--- config.mk ---
export PLATFORM = sky130hd
export DESIGN_NAME = booth_product_accumulator
export DESIGN_NICKNAME = d
export VERILOG_FILES = /design/src/rtl/booth_product_accumulator.sv
export SDC_FILE = /design/constraint.sdc
export NUM_CORES = 1
export LEC_CHECK = 0
export BUFFER_PORTS_ARGS = -buffer_cell sky130_fd_sc_hd__buf_2
export CAP_MARGIN = 30
export CORE_AREA = 2 2 75 77
export DETAILED_ROUTE_END_ITERATION = 7
export DIE_AREA = 0 0 77 79
export PLACE_DENSITY = 0.69
export SKIP_LAST_GASP = 1
export SLEW_MARGIN = 20
export SYNTH_ARGS = -nofsm -noshare
export SYNTH_HDL_FRONTEND = slang
export SYNTH_SLANG_ARGS = --single-unit
export TNS_END_PERCENT = 1
--- constraint.sdc ---
create_clock -name clk -period 2.2 [get_ports clk]
set_input_delay 0.11 -clock clk [delete_from_list [all_inputs] [get_ports clk]]
set_output_delay 0.11 -clock clk [all_outputs]
set_load 0.05 [all_outputs]
--- src/rtl/booth_product_accumulator.sv ---
`default_nettype none
// ============================================================================
// Module      : booth_product_accumulator
// Description : Sums frames of COUNT signed products from a Booth multiplier
//               into a wide accumulator, using valid/ready handshakes on the
//               input and output. Each completed frame sum is held until the
//               sink accepts it. A sticky flag records signed overflow.
//               Optional macro BOOTH_ACC_SAT_EN: saturate on overflow
//               instead of wrapping.
// Revision    : 1.0 - initial release
// ============================================================================
module booth_product_accumulator #(
    parameter int WIDTH = 9,
    parameter int COUNT = 4,
    parameter int ACC_W = 20,
    localparam int CNT_W = $clog2(COUNT + 1)
) (
    input  logic                 clk,
    input  logic                 rst,
    input  logic [2*WIDTH-1:0]   prod_i,
    input  logic                 prod_valid_i,
    output logic                 prod_ready_o,
    input  logic                 clear_i,
    output logic [ACC_W-1:0]     acc_o,
    output logic                 acc_valid_o,
    input  logic                 acc_ready_i,
    output logic [CNT_W-1:0]     cnt_o,
    output logic                 ovf_o
);

    localparam int               c_prod_w   = 2 * WIDTH;
    localparam logic [0:0]       c_st_acc   = 1'b0;
    localparam logic [0:0]       c_st_done  = 1'b1;
    localparam logic [CNT_W-1:0] c_last_cnt = CNT_W'(COUNT - 1);

    // The accumulator must be able to hold at least one full product.
    generate
        if (ACC_W < c_prod_w) begin : g_acc_w_check
            $error("booth_product_accumulator: ACC_W must be >= 2*WIDTH");
        end
        if (COUNT < 1) begin : g_count_check
            $error("booth_product_accumulator: COUNT must be >= 1");
        end
    endgenerate

    logic [0:0]       r_state;
    logic [ACC_W-1:0] r_acc;
    logic [CNT_W-1:0] r_cnt;
    logic             r_acc_valid;
    logic             r_ovf;

    logic [ACC_W-1:0] w_prod_ext;
    logic [ACC_W-1:0] w_sum;
    logic [ACC_W-1:0] w_acc_next;
    logic             w_ovf;
    logic             w_in_xfer;

    // Sign-extend the product to accumulator width; no extension needed
    // when the widths already match.
    generate
        if (ACC_W > c_prod_w) begin : g_sext
            assign w_prod_ext = {{(ACC_W - c_prod_w){prod_i[c_prod_w-1]}}, prod_i};
        end else begin : g_nosext
            assign w_prod_ext = prod_i;
        end
    endgenerate

    assign w_sum = r_acc + w_prod_ext;

    // Signed overflow: both addends share a sign and the sum's sign differs.
    assign w_ovf = (r_acc[ACC_W-1] == w_prod_ext[ACC_W-1]) &&
                   (w_sum[ACC_W-1] != r_acc[ACC_W-1]);

`ifdef BOOTH_ACC_SAT_EN
    // Clamp toward the extreme matching the operands' common sign.
    assign w_acc_next = !w_ovf         ? w_sum :
                        r_acc[ACC_W-1] ? {1'b1, {(ACC_W-1){1'b0}}} :
                                         {1'b0, {(ACC_W-1){1'b1}}};
`else
    // Plain two's-complement wrap.
    assign w_acc_next = w_sum;
`endif

    // Products are only taken while a frame is open and no clear is pending.
    assign prod_ready_o = (r_state == c_st_acc) && !clear_i;
    assign w_in_xfer    = prod_valid_i && prod_ready_o;

    // Frame control: accumulate in ACC, hold result in DONE until accepted.
    always_ff @(posedge clk) begin
        if (rst || clear_i) begin
            r_state     <= c_st_acc;
            r_acc       <= '0;
            r_cnt       <= '0;
            r_acc_valid <= 1'b0;
            r_ovf       <= 1'b0;
        end else begin
            case (r_state)
                c_st_acc: begin
                    if (w_in_xfer) begin
                        r_acc <= w_acc_next;
                        r_cnt <= r_cnt + CNT_W'(1);
                        r_ovf <= r_ovf | w_ovf;
                        if (r_cnt == c_last_cnt) begin
                            r_state     <= c_st_done;
                            r_acc_valid <= 1'b1;
                        end
                    end
                end
                c_st_done: begin
                    if (r_acc_valid && acc_ready_i) begin
                        r_state     <= c_st_acc;
                        r_acc       <= '0;
                        r_cnt       <= '0;
                        r_acc_valid <= 1'b0;
                        r_ovf       <= 1'b0;
                    end
                end
                default: begin
                    r_state <= c_st_acc;
                end
            endcase
        end
    end

    assign acc_o       = r_acc;
    assign acc_valid_o = r_acc_valid;
    assign cnt_o       = r_cnt;
    assign ovf_o       = r_ovf;

endmodule
`default_nettype wire
## Yosys cells after proc, flatten, opt, wreduce, memory -nomap -nowiden

Index checks and enable logic that the tools add are counted.

- Register bits: 26
- Bits in latches: 0
- RAM bits: 0
- ROM bits: 0
- Input port bits: 23
- Output and inout bits: 26
- Logic and storage cells: 39
- Memories: 0

- Add/subtract/negate cells: 2
- $mul: 0
- Div/mod/pow operators: 0
- $lt $le $gt $ge: 0
- Eq/ne operators: 6
- Shifts and indexed selects: 0
- Muxes and demuxes: 16
- Bitwise operators: 2
- Reductions and logical operators: 8

Operators with widths:

| cell | number |
|---|---|
| two-way mux 20 bit | 2 |
| one-hot mux 20 bit (2 select lines) | 1 |
| adder 20 bit | 1 |
| two-way mux 1 bit | 7 |
| two-way mux 3 bit | 2 |
| one-hot mux 1 bit (2 select lines) | 3 |
| one-hot mux 3 bit (2 select lines) | 1 |
| logical AND 1 bit | 4 |
| inequality test 2 x 1 -> 1 bit, second input constant | 2 |
| adder 3 x 1 -> 3 bit, second input constant | 1 |
| == test 3 x 2 -> 1 bit, second input constant | 1 |
| AND reduction 3 bit | 1 |
| inequality test 2 bit, second input constant | 1 |
| AND reduction 2 bit | 1 |
| == test 1 bit | 1 |
| logical NOT 1 bit | 1 |
| logical OR 1 bit | 1 |
| inequality test 1 bit | 1 |
| inverter 1 bit | 1 |
| OR 1 bit | 1 |

## Depth between registers and ports, before layout

- Depth in word-level cells: 6
- Gate-level depth with buffers: 11
- Mapped depth without buffers: 11

## Least setup slack after synthesis

No wires, ideal clock.

- Path kind: reg2reg
- Start point: register r_acc[0], in the netlist acc_o[0]
- End point: register r_acc[12], in the netlist acc_o[12]
- Library setup time: 0.117 ns
- Arrival: 2.451 ns
- Data required time: 2.083 ns
- Path slack: -0.368 ns
- Stages on the path, launching flop included: 12
- Path buffers: 0
- Period minus slack after synthesis: 2.568 ns
- Path through: dfxtp_1 ha_1 inv_1 fa_1 nor2b_1 o21ai_1 nand2b_1 a21o_1 a31oi_1 o31ai_1 xor2_1 a22o_1

- Word-level cells in the longest chain between the ends: 3

RTL lines:

| element | RTL line | RTL |
|---|---|---|
| from (decl) | 47 | `logic [ACC_W-1:0] r_acc;` |
| from (signal assigned) | 100 | `r_acc <= w_acc_next;` |
| adder 20 bit | 68 | `assign w_sum = r_acc + w_prod_ext;` |
| two-way mux 20 bit | 99 | `if (w_in_xfer) begin` |
| one-hot mux 20 bit (2 select lines) | 97 | `case (r_state)` |

Every way passes these cells. The select of a mux whose other input is x is not followed.
A chain may end at the register's enable or synchronous reset.

## Final worst setup path

- Start point: register r_acc[15], in the netlist acc_o[15]
- End point: register r_acc[19], in the netlist acc_o[19]

Same word-level chain as after synthesis.

==> results.txt <==
The flow ran to the end, and the final reports show no timing, DRC or antenna violations. The largest vdd supply drop came out at 245 uV. The tree is rooted in a clkbuf_8.

The count of buffers inserted at the top-level ports came out at 48. The number of diodes is 0. The final RePlAce weighted congestion came out at approximately 0.88. After the first detailed-routing iteration, the DRC count stood at 91. The count of hold-fix buffers inserted at cts came out at 0. Compared with the post-synthesis result, the final layout area differs by 29.3%.

The maximum fanout encountered on the critical timing path came out at 6. The average cell area after synthesis is 8.12 sq um. The later pin in the worst-skew pair is clocked with a latency of 0.28 ns.

The average via count per standard cell came out at 5.23. The clock arrives with 0.00626 ns of skew. The remaining antenna violation count after routing is 0.

Among the stages of the critical path, the cell type that occurs most often is a21oi_1. After synthesis, the share of flip-flops with an asynchronous set or reset is 0%. The number of warnings printed during yosys synthesis came out at 0. Max-cap violations in this run came to 0. The final core utilization is 46.4%. The critical path required time is 2.37 ns.

For this design the static power due to leakage is 1.14 nW. The first global-routing pass estimated 8010 um of wire. STA classifies the critical path startpoint as a register. The relative slew slack is 38.1%. The fraction of final layout cells sized beyond drive strength 1 came out at 34.2%. The largest individual stage delay along the critical path comes from the cell or4_4. The largest single stage delay on the critical path is 0.60 ns.

The number of iterations in the first detailed-routing pass is 4. The cell row count came out at 27. The endpoint class of the critical path is a register. The number of I/O pins came out at 49.

At the end of the flow, the number of nets in the layout was 344. Counting every instance in the synthesized netlist gives 236. The core outline area came out at ~5300 sq um. The deepest clock path buffer count came out at 2. The floorplan die height is slightly below 80 um. The number of unique standard cell types used by synthesis came out at 43. The number of global-route vias before repair came to 1804.

The cell area that synthesis handed to floorplanning was 1920 sq um. The leftover overflow at the end of global routing is 0. The worst path uses 98.5% of the clock period. The cell type with the largest total area after synthesis is dfxtp_1. By count the netlist is led by nor2_1, dfxtp_1, a21oi_1. From left edge to right edge, the die measures just under 80 um. Synthesis inferred 26 register bits. The count of filler cells inserted in the layout came out at 546. Setup repair after global routing could not meet its margin everywhere. The overall die area came out at 6080 sq um. The critical path in this run is classified as register to register. The CTS tree is done. nor2_1 is the most common cell in the netlist. Among all flip-flop cells after synthesis, the most frequent one is dfxtp_1. The total setup violations reported at the end of the flow is 0. The number of vias after detailed routing is around 1900. The synthesized design contains 0 enable-type register cells. The register area came out at 538 sq um. The routed wire length is between 4000 and 5000 um. The power per cell area came out at 521 nW/um^2. Hold timing on the final database bottoms out at a slack of about 0.11 ns.

After detailed routing, the number of remaining DRC violations is 0. The clock transition time at the flip-flop clock pins of the worst setup and hold paths came out at 0.10 ns. The pin count of the biggest net entering global routing came out at 17. The data arrival time of the critical path is approximately 2.3 ns.

Broken down by cell family, the worst path's largest delay share belongs to simple AND/OR/NAND/NOR gates. The effective utilization at floorplan came out at 35.9%. Yosys attributes the largest share of cell area to dfxtp_1, ha_1, a21oi_1, nor2_1, a22o_1. The area of combinational cells with multiple inputs is 1360 sq um. The class of the worst hold path is input port to register. The critical path goes through ha_1 > nand4_1 > or4_4 > a21oi_4 > nor3_1 > a21oi_1 > o311a_1 > a21oi_1. The initial antenna violation count came out at 0.

The sequential cell area fraction in the yosys report is 27.2%. For the pin with the worst max-slew slack, the measured transition is 0.925 ns. The clock sink count came out at 26. The sum of buffers and inverters on the critical path came out at 0. Subtracting the final worst setup slack from the clock period gives 2.17 ns.

The area fraction of the dominant cell type after synthesis is 27.2%. TritonCTS created 3 clock buffers. For this run, the total global-route usage over all layers was measured as 16.1%. The number of pins exceeding their max-slew limit in the final report came out at 0.

The net count after synthesis is 281. The achievable clock frequency came out at between 400 and 500 MHz. After legalization and detailed placement, the total HPWL measured 3740 um. The number of hold violations in the final report came to 0.

CTS built an H-tree with a depth of 1. The average detailed-routed wire length per instance is 13.4 um.
## what timing repair did
action                                  4_1_cts  5_1_grt
pin swaps                                     2       10
gates resized for setup                       3        9
endpoints found under the setup margin        3        9
setup buffers                                 0        1
## per-layer routing
metal | share of wire [%] | vias to the layer above | routed length [um] | GRT usage, %
li1 | - | 979 | - | -
met1 | 42 | 891 | 2080 | 18.2
met2 | 49 | 60 | 2420 | 29.6
met3 | 8.5 | 4 | 423 | 5.00
met4 | 0.69 | 0 | 34 | 3.93
met5 | 0 | - | 0 | 0
## area by class of cell
class | instances | share of cell area, %
multi-input combinational | 193 | 54.9
sequential | 26 | 21.7
timing repair buffer | 68 | 15.8
tap | 72 | 3.64
clock buffer | 3 | 1.67
clock inverter | 1 | 1.21
inverter | 7 | 1.06
## state kept, by name (all words and copies together), names as in the netlist
| register | count |
|---|---|
| acc_o | 20 |
| r_state | 1 |
| cnt_o | 3 |
| acc_valid_o | 1 |
| ovf_o | 1 |
## cell usage in the layout (no fill, tap or decap), types with 4 or more instances in the layout
cell type and n:
buf_4 20, xnor2_1 9, xor2_1 8, nand3_1 4, inv_1 6, buf_2 48
dfxtp_2 11, ha_1 19, a22oi_1 9, a22o_1 10, nor3_1 4, o21ai_1 6
dfxtp_1 14, nor2_1 27, nor2b_1 4, o21ai_0 12, a21oi_1 25, nand2_1 19
## kinds of logic (layout without fill, tap and decap cells)
logic type | after synthesis | in the layout | share of synthesized area [%]
buffers and inverters | 17 | 79 | 4.05
adders and majority gates | 22 | 22 | 14.8
and+or+nand+nor | 73 | 73 | 17.9
DFF | 26 | 26 | 27.2
AOI/OAI and AO/OA | 81 | 81 | 28.3
xor gates and xnor gates | 17 | 17 | 7.77
## power breakdown
group          total, mW  internal (mW)  switching (mW)
Clock              0.416          0.244           0.172
Combinational      0.374          0.148           0.226
Sequential         0.499          0.487          0.0123
Total               1.29          0.880           0.410
## through the flow
stage | instance area (sq um) | worst slack (ns) | power, mW | std cells | TNS [ns]
finish | 2480 | 0.0320 | 1.29 | 370 | 0
global route | 2480 | -0.105 | 1.35 | 370 | -0.500
CTS | 2440 | -0.00754 | 1.29 | 369 | -0.00754
detailed placement | 2350 | -0.0390 | 0.874 | 365 | -0.0390
global placement | 2350 | 0.0234 | 0.872 | 365 | 0
floorplan | 1930 | -0.0689 | 0.768 | 236 | -0.237
## worst register-to-register path, stage by stage (launching register included)
cell	delay, ns
dfxtp_2	0.34
ha_1	0.33
nand4_1	0.17
or4_4	0.60
a21oi_4	0.20
nor3_1	0.07
a21oi_1	0.12
o311a_1	0.18
a21oi_1	0.06
## worst paths after layout
path              depth (start not counted)         from           to  slack [ns]
setup / recovery                          8    acc_o[15]    acc_o[19]        0.03
hold reg to reg                           2  acc_valid_o  acc_valid_o        0.49
hold / removal                            4  acc_ready_i      r_state        0.11
setup reg to reg                          8    acc_o[15]    acc_o[19]        0.03
Note: power is estimated with default switching activity, not from simulation.
